**src/rtl/cnn_conv1_acc_if.sv**
```systemverilog
// Handshake bundle between the conv1 multiplier stage, this accumulator and
// the downstream pixel consumer. The slave side is the accumulator.
interface cnn_conv1_acc_if #(
    parameter int PROD_WIDTH = 20,
    parameter int OUT_WIDTH  = 14
);
    logic signed [PROD_WIDTH-1:0] prod_din;
    logic                         prod_valid;
    logic                         prod_ready;
    logic signed [OUT_WIDTH-1:0]  bias_din;
    logic signed [OUT_WIDTH-1:0]  out_dout;
    logic                         out_valid;
    logic                         out_ready;
    logic                         out_sat;

    modport master (
        output prod_din, prod_valid, bias_din, out_ready,
        input  prod_ready, out_dout, out_valid, out_sat
    );

    modport slave (
        input  prod_din, prod_valid, bias_din, out_ready,
        output prod_ready, out_dout, out_valid, out_sat
    );
endinterface

```
**src/rtl/cnn_conv1_acc.sv**
```systemverilog
// conv1 pixel accumulator: sums TAPS signed products plus a pre-scaled bias,
// then floors by SHIFT, applies ReLU and clips to the positive output range.
module cnn_conv1_acc #(
    parameter int TAPS       = 25,
    parameter int PROD_WIDTH = 20,
    parameter int ACC_WIDTH  = 26,
    parameter int OUT_WIDTH  = 14,
    parameter int SHIFT      = 5
) (
    input  logic                  ap_clk,
    input  logic                  ap_rst_n,
    cnn_conv1_acc_if.slave        bus
);
    localparam int CNT_W = $clog2(TAPS + 1);
    localparam logic signed [ACC_WIDTH-1:0] OUT_MAX = ACC_WIDTH'((1 << (OUT_WIDTH - 1)) - 1);

    typedef enum logic [1:0] {IDLE, ACC, OUT} state_t;

    state_t                        state;
    logic signed [ACC_WIDTH-1:0]   acc;
    logic [CNT_W-1:0]              tap_cnt;
    logic                          prod_rdy_q;
    logic signed [OUT_WIDTH-1:0]   dout_q;
    logic                          vld_q;
    logic                          sat_q;

    logic                          xfer;
    logic                          last;
    logic [CNT_W-1:0]              tap_nxt;
    logic signed [ACC_WIDTH-1:0]   bias_ext;
    logic signed [ACC_WIDTH-1:0]   prod_ext;
    logic signed [ACC_WIDTH-1:0]   sum_nxt;
    logic signed [ACC_WIDTH-1:0]   shr;
    logic signed [OUT_WIDTH-1:0]   res;
    logic                          res_sat;

    assign bus.prod_ready = prod_rdy_q;
    assign bus.out_dout   = dout_q;
    assign bus.out_valid  = vld_q;
    assign bus.out_sat    = sat_q;

    // next sum and activated result, evaluated for the tap being offered now
    always_comb begin
        xfer     = bus.prod_valid & prod_rdy_q;
        bias_ext = {{(ACC_WIDTH-OUT_WIDTH){bus.bias_din[OUT_WIDTH-1]}}, bus.bias_din} <<< SHIFT;
        prod_ext = {{(ACC_WIDTH-PROD_WIDTH){bus.prod_din[PROD_WIDTH-1]}}, bus.prod_din};
        // the first tap restarts from the bias, so any stale acc is irrelevant
        sum_nxt  = (state == IDLE) ? bias_ext + prod_ext : acc + prod_ext;
        tap_nxt  = (state == IDLE) ? CNT_W'(1) : tap_cnt + CNT_W'(1);
        last     = (tap_nxt == CNT_W'(TAPS));
        shr      = sum_nxt >>> SHIFT;
        res      = '0;
        res_sat  = 1'b0;
        if (shr[ACC_WIDTH-1]) begin
            res = '0;
        end else if (shr > OUT_MAX) begin
            res     = OUT_MAX[OUT_WIDTH-1:0];
            res_sat = 1'b1;
        end else begin
            res = shr[OUT_WIDTH-1:0];
        end
    end

    // control FSM with registered handshake and output data
    always_ff @(posedge ap_clk or negedge ap_rst_n) begin
        if (!ap_rst_n) begin
            state      <= IDLE;
            acc        <= '0;
            tap_cnt    <= '0;
            prod_rdy_q <= 1'b1;
            dout_q     <= '0;
            vld_q      <= 1'b0;
            sat_q      <= 1'b0;
        end else begin
            case (state)
                IDLE, ACC: begin
                    if (xfer) begin
                        acc     <= sum_nxt;
                        tap_cnt <= tap_nxt;
                        if (last) begin
                            dout_q     <= res;
                            sat_q      <= res_sat;
                            vld_q      <= 1'b1;
                            prod_rdy_q <= 1'b0;
                            state      <= OUT;
                        end else begin
                            state <= ACC;
                        end
                    end
                end
                OUT: begin
                    // ready only rises the cycle after the pop, so no tap
                    // can be taken in the same cycle as an output leaves
                    if (bus.out_ready) begin
                        vld_q      <= 1'b0;
                        prod_rdy_q <= 1'b1;
                        tap_cnt    <= '0;
                        state      <= IDLE;
                    end
                end
                default: begin
                    state      <= IDLE;
                    prod_rdy_q <= 1'b1;
                end
            endcase
        end
    end
endmodule

```
**src/flat_wrapper.sv**
```systemverilog
// flat-port wrapper written by rule: the top's interface ports become plain ports
module cnn_conv1_acc_flat 
#(
    parameter int TAPS       = 25,
    parameter int PROD_WIDTH = 20,
    parameter int ACC_WIDTH  = 26,
    parameter int OUT_WIDTH  = 14,
    parameter int SHIFT      = 5
)
  (ap_clk, ap_rst_n, bus_prod_din, bus_prod_valid, bus_bias_din, bus_out_ready, bus_prod_ready, bus_out_dout, bus_out_valid, bus_out_sat);
  cnn_conv1_acc_if #(.PROD_WIDTH(PROD_WIDTH), .OUT_WIDTH(OUT_WIDTH)) bus_i ();
  input  logic ap_clk;
  input  logic ap_rst_n;
  input wire logic [$bits(bus_i.prod_din)-1:0] bus_prod_din;
  input wire logic [$bits(bus_i.prod_valid)-1:0] bus_prod_valid;
  input wire logic [$bits(bus_i.bias_din)-1:0] bus_bias_din;
  input wire logic [$bits(bus_i.out_ready)-1:0] bus_out_ready;
  output wire logic [$bits(bus_i.prod_ready)-1:0] bus_prod_ready;
  output wire logic [$bits(bus_i.out_dout)-1:0] bus_out_dout;
  output wire logic [$bits(bus_i.out_valid)-1:0] bus_out_valid;
  output wire logic [$bits(bus_i.out_sat)-1:0] bus_out_sat;
  assign bus_i.prod_din = bus_prod_din;
  assign bus_i.prod_valid = bus_prod_valid;
  assign bus_i.bias_din = bus_bias_din;
  assign bus_i.out_ready = bus_out_ready;
  assign bus_prod_ready = bus_i.prod_ready;
  assign bus_out_dout = bus_i.out_dout;
  assign bus_out_valid = bus_i.out_valid;
  assign bus_out_sat = bus_i.out_sat;
  cnn_conv1_acc #(.TAPS(TAPS), .PROD_WIDTH(PROD_WIDTH), .ACC_WIDTH(ACC_WIDTH), .OUT_WIDTH(OUT_WIDTH), .SHIFT(SHIFT)) u_core (.ap_clk(ap_clk), .ap_rst_n(ap_rst_n), .bus(bus_i));
endmodule
```
**config.mk**
```make
export PLATFORM = sky130hd
export DESIGN_NAME = cnn_conv1_acc_flat
export DESIGN_NICKNAME = d
export VERILOG_FILES = /design/src/rtl/cnn_conv1_acc_if.sv /design/src/rtl/cnn_conv1_acc.sv /design/src/flat_wrapper.sv
export SDC_FILE = /design/constraint.sdc
export NUM_CORES = 1
export LEC_CHECK = 0
export BUFFER_PORTS_ARGS = -buffer_cell sky130_fd_sc_hd__clkbuf_2
export CAP_MARGIN = 20
export CORE_MARGIN = 2
export CORE_UTILIZATION = 35
export CTS_CLUSTER_SIZE = 16
export DETAILED_ROUTE_END_ITERATION = 7
export GPL_ROUTABILITY_DRIVEN = 0
export PLACE_DENSITY = 0.65
export SLEW_MARGIN = 20
export SYNTH_ARGS = -nofsm -noshare
export SYNTH_HDL_FRONTEND = slang
export SYNTH_SLANG_ARGS = --single-unit
```
**constraint.sdc**
```tcl
create_clock -name ap_clk -period 2.9 [get_ports ap_clk]
set_input_delay 0.29 -clock ap_clk [delete_from_list [all_inputs] [get_ports ap_clk]]
set_output_delay 0.29 -clock ap_clk [all_outputs]
set_load 0.02 [all_outputs]
```
==> results.py <==
metrics = {
    "critical_path": {
        "path_class": "reg -> reg",
        "r2r_slack_ns": -0.19,
        "end_kind": "register",
        "cp-start-kind": "register",
        "reg2regPathDepth": 14,
        "critPathSlowestCell": "dfrtp_1",
        "path_cells": "ha_4, fa_2, a21o_1, a221oi_4, o211a_1, buf_6, o31a_4, nand2b_4, mux2i_1, a2111o_1, nor4_4, buf_4, clkbuf_16, a31oi_1",
        "slowest_delay_ns": 0.41,
        "critical_path.max_fanout": 7,
        "crit_arrival_ns": 3.27,
        "worstPathRequired_ns": 3.08,
    },
    "sta": {
        "skew_ns": 0.00600,
        "rsz0062_at_grt": "true",
        "post-route-period-util": 1.07,
        "hold_violations": 0,
        "worst_slack_ns": -0.191,
        "slew_viol_final": 0,
        "setup_violations": 14,
        "slew_headroom": 0.539,
        "tns_ns": -2.41,
        "fmax_mhz": 324,
        "worstMarginPinSlew_ns": 0.691,
        "fin_crit_ns": 3.09,
    },
    "clock_tree": {
        "cts.sinks": 50,
        "numCtsBuffers": 5,
        "clk_latency_ns": 0.30,
        "clk_path_buf_depth": 2,
        "cts_root_buf": "clkbuf_16",
        "cts_tree": "done",
        "h-tree-depth": 2,
        "clk_pin_slew_ns": 0.07,
    },
    "power": {
        "power_density_nw_per_um2": 329,
        "p_leak_nw": 2.65,
        "power.total_mw": 1.78,
        "irDropWorstVdd_mv": 0.213,
    },
    "global_routing": {
        "grt_pass1_vias": 4088,
        "grt_usage": 0.192,
        "grt_first_pass_wirelength_mm": 19.9,
        "grt_max_degree": 41,
        "grt_overflow": 0,
        "antenna_found_initial": 0,
    },
    "die": {
        "rows": 39,
        "io_pins": 55,
        "dieArea_um2": 12800,
        "fp.dieW_um": 113,
        "core_area_um2": 11600,
        "chipHeight_um": 113,
        "start_util": 0.362,
    },
    "routing": {
        "drc": 0,
        "antenna_left": 0,
        "drtPass1Iterations": 6,
        "post_drt_wl_per_cell_um": 16.3,
        "drt_wl_total_mm": 12.2,
        "vias_per_cell": 5.51,
        "num_vias": 4110,
        "drtIter0Drc": 255,
    },
    "yosys": {
        "syn_inst": 493,
        "synth_area_um2": 4180,
        "synth_area_per_cell_um2": 8.49,
        "ys_seq_area_frac": 0.299,
        "synth_edf_count": 0,
        "ys_ff_latch": 50,
        "ys_warn_count": 0,
        "syn_nets": 574,
        "synth.distinct_cells": 57,
        "synthFlopType": "dfrtp_1",
        "async_flop_share": 1.00,
    },
    "outcome": {
        "violations": "setup timing",
        "status": "finished with violations",
    },
    "flow_run": {
        "max_cap_viol_count": 0,
    },
    "finish": {
        "nets": 683,
        "area_growth_pct": 29.1,
        "drive_gt1_frac": 0.260,
        "final_cells": 746,
        "mostFrequentLayoutCells": "o21ai_0 (60), buf_4 (60), clkbuf_2 (54)",
        "diodes": 0,
        "nFillCells": 1089,
    },
    "hold_path": {
        "hp-class": "in -> reg",
        "whs_path_depth": 2,
    },
    "placement": {
        "numPlacedInstances": 728,
        "io_buffers": 54,
        "dp_hpwl_mm": 9.46,
        "place_ws_ns": -0.248,
    },
}
## area by class of cell
class	count	area [um2]	area share
clock inverter	3	47.5	0.00880
inverter	14	52.6	0.00973
clock buffer	5	125	0.0232
multi-input combinational	410	2910	0.538
sequential	50	1250	0.232
tap	143	179	0.0331
timing repair buffer	121	838	0.155
## where the power goes
part	leakage (nW)	internal (mW)	switching, mW	total [mW]
logic	1.88	0.160	0.213	0.373
clock network	0.0844	0.413	0.294	0.707
registers	0.690	0.697	0	0.697
## worst max-delay path, delay by kind of cell (launching register included)
family                   cells  cell delay (ns)
AND/OR/NAND/NOR              2             0.26
adder cells (fa/ha/maj)      2             0.52
buffers and inverters        3             0.45
AO/OA/AOI/OAI                6             1.27
multiplexers                 1             0.07
flip-flops                   1             0.41
## routing by layer
metal | global-route usage | wire length (um)
met5 | 0 | 0
met3 | 0.0289 | 455
met4 | 0.0447 | 204
met2 | 0.338 | 6020
met1 | 0.248 | 5510
## sequential cells by signal (all words and copies together) (netlist names)
signal                 count
u_core.bus.out_valid       1
u_core.tap_cnt             5
u_core.bus.prod_ready      1
u_core.acc                26
u_core.bus.out_sat         1
u_core.state               2
u_core.bus.out_dout       14
## metrics by stage
stage | hold WS, ns | instance area (um2) | util
after floorplan | -0.00559 | 4190 | -
after global placement | 0.242 | 5020 | 0.434
after detailed placement | 0.249 | 5020 | 0.434
after global routing | 0.252 | 5400 | 0.467
final | 0.251 | 5400 | 0.467
after CTS | 0.234 | 5230 | 0.452
## synthesized netlist by cell type (6+ instances only)
cell / number / area [um2]
o22ai_1: 6 / 37.5
nand2_1: 53 / 199
inv_1: 14 / 52.6
a21o_1: 13 / 97.6
dfrtp_1: 49 / 1230
o21bai_1: 8 / 60.1
nand4_1: 8 / 50.1
clkbuf_1: 15 / 56.3
o21ai_0: 60 / 300
nor2_1: 36 / 135
nor3_1: 10 / 50.1
a21oi_1: 39 / 195
xnor2_1: 24 / 210
xor2_1: 13 / 114
mux2i_1: 7 / 70.1
a31oi_1: 15 / 93.8
ha_1: 41 / 513
## kinds of logic (layout without fill, tap and decap cells)
family                   Yosys count  after routing  share of synthesized area
flip-flops                        50             50                      0.299
AND/OR/NAND/NOR                  140            140                      0.159
multiplexers                       8              8                     0.0194
XOR/XNOR                          37             37                     0.0775
buffers and inverters             33            143                     0.0320
adder cells (fa/ha/maj)           43             43                      0.132
AO/OA/AOI/OAI                    182            182                      0.281
## path summary, 6_finish.rpt
kind	from	endpoint
worst max-delay path	u_core.acc[0]$_DFFE_PN0P_	u_core.bus.out_dout[12]$_DFFE_PN0P_
worst min-delay path	bus_prod_valid	u_core.state[0]$_DFFE_PN0P_
worst max register to register	u_core.acc[0]$_DFFE_PN0P_	u_core.bus.out_dout[12]$_DFFE_PN0P_
worst min register to register	u_core.acc[6]$_DFFE_PN0P_	u_core.acc[6]$_DFFE_PN0P_
max in group asynchronous	ap_rst_n	u_core.bus.prod_ready$_DFFE_PN1P_
min in group asynchronous	ap_rst_n	u_core.acc[16]$_DFFE_PN0P_
## repair_timing
item | CTS | global route
setup endpoints to repair | 14 | 18
gates cloned | 0 | 1
hold endpoints to repair | 15 | 0
hold buffers | 1 | 0
buffers inserted | 2 | 7
pin swaps | 5 | 10
resized for setup | 2 | 15
Power figures use the tool's default switching activity.
